--- src/rtl/slow_fpu_sequencer_if.sv ---
// Handshake bundle between exec stage, iterative FP core and the slow FPU sequencer.
// master = sequencer side, slave = exec stage / core side.
interface slow_fpu_sequencer_if;
    logic        slow_fpu_en_pulse;
    logic [2:0]  op_e;
    logic [31:0] src1_e;
    logic [31:0] src2_e;
    logic        stall_e;
    logic        core_start;
    logic [2:0]  core_op;
    logic [31:0] core_a;
    logic [31:0] core_b;
    logic        core_done;
    logic [31:0] core_result;
    logic        slow_fpu_valid;
    logic [31:0] slow_fpu_result;
    logic        busy;
    logic        fpu_err;

    modport master (
        input  slow_fpu_en_pulse, op_e, src1_e, src2_e, stall_e,
        input  core_done, core_result,
        output core_start, core_op, core_a, core_b,
        output slow_fpu_valid, slow_fpu_result, busy, fpu_err
    );

    modport slave (
        output slow_fpu_en_pulse, op_e, src1_e, src2_e, stall_e,
        output core_done, core_result,
        input  core_start, core_op, core_a, core_b,
        input  slow_fpu_valid, slow_fpu_result, busy, fpu_err
    );
endinterface

--- src/rtl/slow_fpu_sequencer.sv ---
// Launches slow FP ops on an iterative core and holds the result for exec.
// Optional watchdog: define SLOW_FPU_TIMEOUT_EN.
module slow_fpu_sequencer (
    input logic                  clk,
    input logic                  rst_n,
    slow_fpu_sequencer_if.master bus
);
    typedef enum logic [1:0] {
        IDLE = 2'd0,
        BUSY = 2'd1,
        DONE = 2'd2
    } state_t;

    state_t state;

`ifdef SLOW_FPU_TIMEOUT_EN
    logic [5:0] wd_cnt;
    logic       err_q;

    assign bus.fpu_err = err_q;
`else
    assign bus.fpu_err = 1'b0;
`endif

    always_ff @(posedge clk) begin
        if (!rst_n) begin
            state               <= IDLE;
            bus.core_start      <= 1'b0;
            bus.core_op         <= 3'd0;
            bus.core_a          <= 32'd0;
            bus.core_b          <= 32'd0;
            bus.slow_fpu_valid  <= 1'b0;
            bus.slow_fpu_result <= 32'd0;
            bus.busy            <= 1'b0;
`ifdef SLOW_FPU_TIMEOUT_EN
            wd_cnt              <= 6'd0;
            err_q               <= 1'b0;
`endif
        end else begin
            bus.core_start <= 1'b0;
            case (state)
                IDLE: begin
                    if (bus.slow_fpu_en_pulse) begin
                        state          <= BUSY;
                        bus.core_start <= 1'b1;
                        bus.core_op    <= bus.op_e;
                        bus.core_a     <= bus.src1_e;
                        bus.core_b     <= bus.src2_e;
                        bus.busy       <= 1'b1;
`ifdef SLOW_FPU_TIMEOUT_EN
                        wd_cnt         <= 6'd0;
`endif
                    end
                end
                BUSY: begin
                    // core_start high marks the launch cycle; done there is stale
                    if (bus.core_done && !bus.core_start) begin
                        state               <= DONE;
                        bus.slow_fpu_valid  <= 1'b1;
                        bus.slow_fpu_result <= bus.core_result;
                    end
`ifdef SLOW_FPU_TIMEOUT_EN
                    else if (wd_cnt == 6'd63) begin
                        state               <= DONE;
                        bus.slow_fpu_valid  <= 1'b1;
                        bus.slow_fpu_result <= 32'h7FC0_0000;
                        err_q               <= 1'b1;
                    end else begin
                        wd_cnt <= wd_cnt + 6'd1;
                    end
`endif
                end
                DONE: begin
                    if (!bus.stall_e) begin
                        state              <= IDLE;
                        bus.slow_fpu_valid <= 1'b0;
                        bus.busy           <= 1'b0;
                    end
                end
                default: begin
                    state              <= IDLE;
                    bus.slow_fpu_valid <= 1'b0;
                    bus.busy           <= 1'b0;
                end
            endcase
        end
    end
endmodule

--- src/flat_wrapper.sv ---
// flat-port wrapper written by rule: the top's interface ports become plain ports
module slow_fpu_sequencer_flat 
  (clk, rst_n, bus_slow_fpu_en_pulse, bus_op_e, bus_src1_e, bus_src2_e, bus_stall_e, bus_core_done, bus_core_result, bus_core_start, bus_core_op, bus_core_a, bus_core_b, bus_slow_fpu_valid, bus_slow_fpu_result, bus_busy, bus_fpu_err);
  slow_fpu_sequencer_if bus_i ();
  input logic clk;
  input logic rst_n;
  input wire logic [$bits(bus_i.slow_fpu_en_pulse)-1:0] bus_slow_fpu_en_pulse;
  input wire logic [$bits(bus_i.op_e)-1:0] bus_op_e;
  input wire logic [$bits(bus_i.src1_e)-1:0] bus_src1_e;
  input wire logic [$bits(bus_i.src2_e)-1:0] bus_src2_e;
  input wire logic [$bits(bus_i.stall_e)-1:0] bus_stall_e;
  input wire logic [$bits(bus_i.core_done)-1:0] bus_core_done;
  input wire logic [$bits(bus_i.core_result)-1:0] bus_core_result;
  output wire logic [$bits(bus_i.core_start)-1:0] bus_core_start;
  output wire logic [$bits(bus_i.core_op)-1:0] bus_core_op;
  output wire logic [$bits(bus_i.core_a)-1:0] bus_core_a;
  output wire logic [$bits(bus_i.core_b)-1:0] bus_core_b;
  output wire logic [$bits(bus_i.slow_fpu_valid)-1:0] bus_slow_fpu_valid;
  output wire logic [$bits(bus_i.slow_fpu_result)-1:0] bus_slow_fpu_result;
  output wire logic [$bits(bus_i.busy)-1:0] bus_busy;
  output wire logic [$bits(bus_i.fpu_err)-1:0] bus_fpu_err;
  assign bus_i.slow_fpu_en_pulse = bus_slow_fpu_en_pulse;
  assign bus_i.op_e = bus_op_e;
  assign bus_i.src1_e = bus_src1_e;
  assign bus_i.src2_e = bus_src2_e;
  assign bus_i.stall_e = bus_stall_e;
  assign bus_i.core_done = bus_core_done;
  assign bus_i.core_result = bus_core_result;
  assign bus_core_start = bus_i.core_start;
  assign bus_core_op = bus_i.core_op;
  assign bus_core_a = bus_i.core_a;
  assign bus_core_b = bus_i.core_b;
  assign bus_slow_fpu_valid = bus_i.slow_fpu_valid;
  assign bus_slow_fpu_result = bus_i.slow_fpu_result;
  assign bus_busy = bus_i.busy;
  assign bus_fpu_err = bus_i.fpu_err;
  slow_fpu_sequencer u_core (.clk(clk), .rst_n(rst_n), .bus(bus_i));
endmodule
--- config.mk ---
export PLATFORM = sky130hd
export DESIGN_NAME = slow_fpu_sequencer_flat
export DESIGN_NICKNAME = d
export VERILOG_FILES = /design/src/rtl/slow_fpu_sequencer_if.sv /design/src/rtl/slow_fpu_sequencer.sv /design/src/flat_wrapper.sv
export SDC_FILE = /design/constraint.sdc
export NUM_CORES = 1
export LEC_CHECK = 0
export CORE_UTILIZATION = 43
export CTS_BUF_LIST = sky130_fd_sc_hd__clkbuf_8
export DETAILED_ROUTE_END_ITERATION = 6
export GPL_ROUTABILITY_DRIVEN = 0
export PLACE_DENSITY = 0.95
export SYNTH_ARGS = -nofsm -noshare
export SYNTH_HDL_FRONTEND = slang
export SYNTH_SLANG_ARGS = --single-unit
export TNS_END_PERCENT = 20
--- constraint.sdc ---
create_clock -name clk -period 2.3 [get_ports clk]
set_clock_uncertainty 0.05 [all_clocks]
set_input_delay 0.69 -clock clk [delete_from_list [all_inputs] [get_ports clk]]
set_output_delay 0.69 -clock clk [all_outputs]
set_load 0.05 [all_outputs]
==> results.cfg <==
[clock_network]
cts_root_buf = clkbuf_8
cts_made_buffers = 9
cts_tree = built
hold_buffers = 0
path_clk_slew_ns = 0.10
clock-sinks = 104
clkLatencyLatePin_ns = 0.35
cts_setup_buffers = 0
htreeDepth = 3
cts_max_path_buffers = 2

[cells_and_area]
drive_gt1_share_pct = 4.946
fill_cells = 594
nNetsFinal = 746
multi_input_area_um2 = 1459
register_area_um2 = 2082
finalNonFillerCells = 752
antenna_cells = 0
fin_util_pct = 74.53
area_growth_pct = 64.61

[floorplan]
start_util_pct = 45.27
rows = 33
die_area_um2 = 9160
ios = 207
fp.dieH_um = 95.71
die_w_um = 95.71
core_um2 = 8341

[logic_synthesis]
synth.avg_cell_area_um2 = 8.138
syn-cell-area_um2 = 3776
syn_inst = 464
syn-num-nets = 568
netlist-cell-type-count = 22
ys_seq_area_share_pct = 55.14
ys_ff_latch = 104
yosysWarnings = 0

[placement]
dp.cells = 736
port_buffers = 205
hpwlAfterDp_um = 7546

[power]
leakagePower_nw = 3.246
vdd_drop_max_v = 0.0003999
power_density_nw_per_um2 = 692.0

[timing]
max-slew-margin-rel_pct = 63.08
timing.final.crit_share_pct = 98.55
tightest_slew_ns = 0.5529
setup_viol = 0
fmax_mhz = 441.2
slew_violations = 0
fin_crit_ns = 2.267
hold_violations = 0

[routing]
via_per_inst = 5.021
drtIter0Drc = 152
drtPass1Iterations = 4
avgRoutedWirePerCell_um = 14.10
drt_wl_total_um = 10600
ant_nets = 0
dr_total_vias = 3776
drc_errors = 0

[global_route]
grt_pass1_vias = 3431
grt_usage_pct = 21.89
overflow = 0
grt_max_degree = 95
grt_antenna_before_repair = 0
grt_pass1_wl_um = 15450

[worst_setup_path]
crit_path_start_kind = flop
critPathArrivalTime_ns = 1.53
critPathTopFamily = buffers and inverters
cpMaxStageDelayCell = clkdlybuf4s50_1
cp_num_buf_inv = 1
worstSetupPathType = reg -> out
crit_path_max_incr_delay_ns = 0.83
crit_fanout = 2
cp_cell_sequence = clkdlybuf4s50_1
required_ns = 1.56
end_kind = output pin

[run]
max_cap_violations = 0

[run_status]
outcome = completed

[min_path]
hold_class = reg -> reg
## registers in the layout (all words and copies together), names as in the netlist
register                    cells
u_core.bus.slow_fpu_valid       1
u_core.state                    2
u_core.bus.busy                 1
u_core.bus.core_b              32
u_core.bus.slow_fpu_result     32
u_core.bus.core_op              3
u_core.bus.core_start           1
u_core.bus.core_a              32
## cell families (layout without fill, tap and decap cells)
kind of cell / after synthesis / in the layout / share of synthesized area, %
compound gates: 105 / 105 / 14.22
buf+inv: 48 / 231 / 6.296
flops: 104 / 104 / 55.14
other cells: 1 / 1 / 0.09931
simple gates: 206 / 206 / 24.25
## Yosys cell counts (all sizes together)
cell type,number,area (µm²)
dfxtp,104,2082
nand2,100,375.4
nand3,99,495.5
o21ai,99,495.5
clkbuf,24,90.09
buf,21,136.4
inv,3,11.26
nor2,3,11.26
nand2b,2,12.51
a21boi,1,7.510
a21oi,1,5.000
a311oi,1,8.760
a31oi,1,6.260
and4bb,1,12.51
conb,1,3.750
o21a,1,7.510
o22ai,1,6.260
or3b,1,8.760
## worst reg2reg max path: stages, from the launching register on
cell     delay, ns
dfxtp_1       0.35
or3b_4        0.44
buf_12        0.22
nand3_1       0.16
o21ai_1       0.08
## per-layer routing
layer	track usage, %	vias up	part of all wire (%)
li1	-	1917	-
met1	23.90	1694	38
met2	38.39	143	50
met3	7.978	22	9.3
met4	8.831	0	2.3
met5	0	-	0
## power by group
group | total (W) | internal [W] | switching [W]
Combinational | 0.00106 | 0.000408 | 0.000655
Clock | 0.00126 | 0.000646 | 0.000616
Sequential | 0.00198 | 0.00192 | 0.0000607
Total | 0.00430 | 0.00297 | 0.00133
## worst paths after layout
kind	to	slack [ns]	cells past startpoint	from
setup reg to reg	u_core.bus.core_b[12]	0.88	4	u_core.state[1]
setup / recovery	bus_core_b[29]	0.03	1	u_core.bus.core_b[29]
hold reg to reg	u_core.bus.core_b[17]	0.41	2	u_core.bus.core_b[17]
hold / removal	u_core.bus.core_b[17]	0.41	2	u_core.bus.core_b[17]
## area by class of cell
type,instances,share of cell area [%]
Timing Repair Buffer,212,37.06
Tap cell,105,2.114
Clock inverter,6,1.469
Multi-Input combinational cell,312,23.47
Inverter,3,0.1812
Clock buffer,10,2.214
Sequential cell,104,33.49
## timing repair
item	in CTS	in global routing
gates cloned	0	0
resized for setup	2	61
endpoints found under the setup margin	2	61
## layout by cell type (no fill, tap or decap), drive strengths merged
master         count
a21oi              1
nor2               3
o22ai              1
nand3             99
dfxtp            104
dlygate4sd2        2
conb               1
or3b               1
dlymetal6s2s      61
and4bb             1
inv                4
bufinv             2
o21ai             99
o21a               1
nand2            100
a311oi             1
a31oi              1
a21boi             1
nand2b             2
clkinvlp           3
buf               14
clkbuf            10
clkdlybuf4s50    135
## per-stage QoR
step / power, W / cell area, µm² / setup TNS (ns) / hold slack (ns) / setup slack, ns
after floorplan: 0.002644 / 3776 / 0 / 0.4422 / 0.5657
after global placement: 0.003062 / 5837 / 0 / 0.3913 / 0.08641
after detailed placement: 0.003089 / 5837 / 0 / 0.3982 / 0.05279
after CTS: 0.004340 / 6063 / 0 / 0.4129 / 0.002875
after global routing: 0.004478 / 6216 / -0.02162 / 0.4317 / -0.01952
final: 0.004302 / 6216 / 0 / 0.4090 / 0.03325
Power figures use the tool's default switching activity.
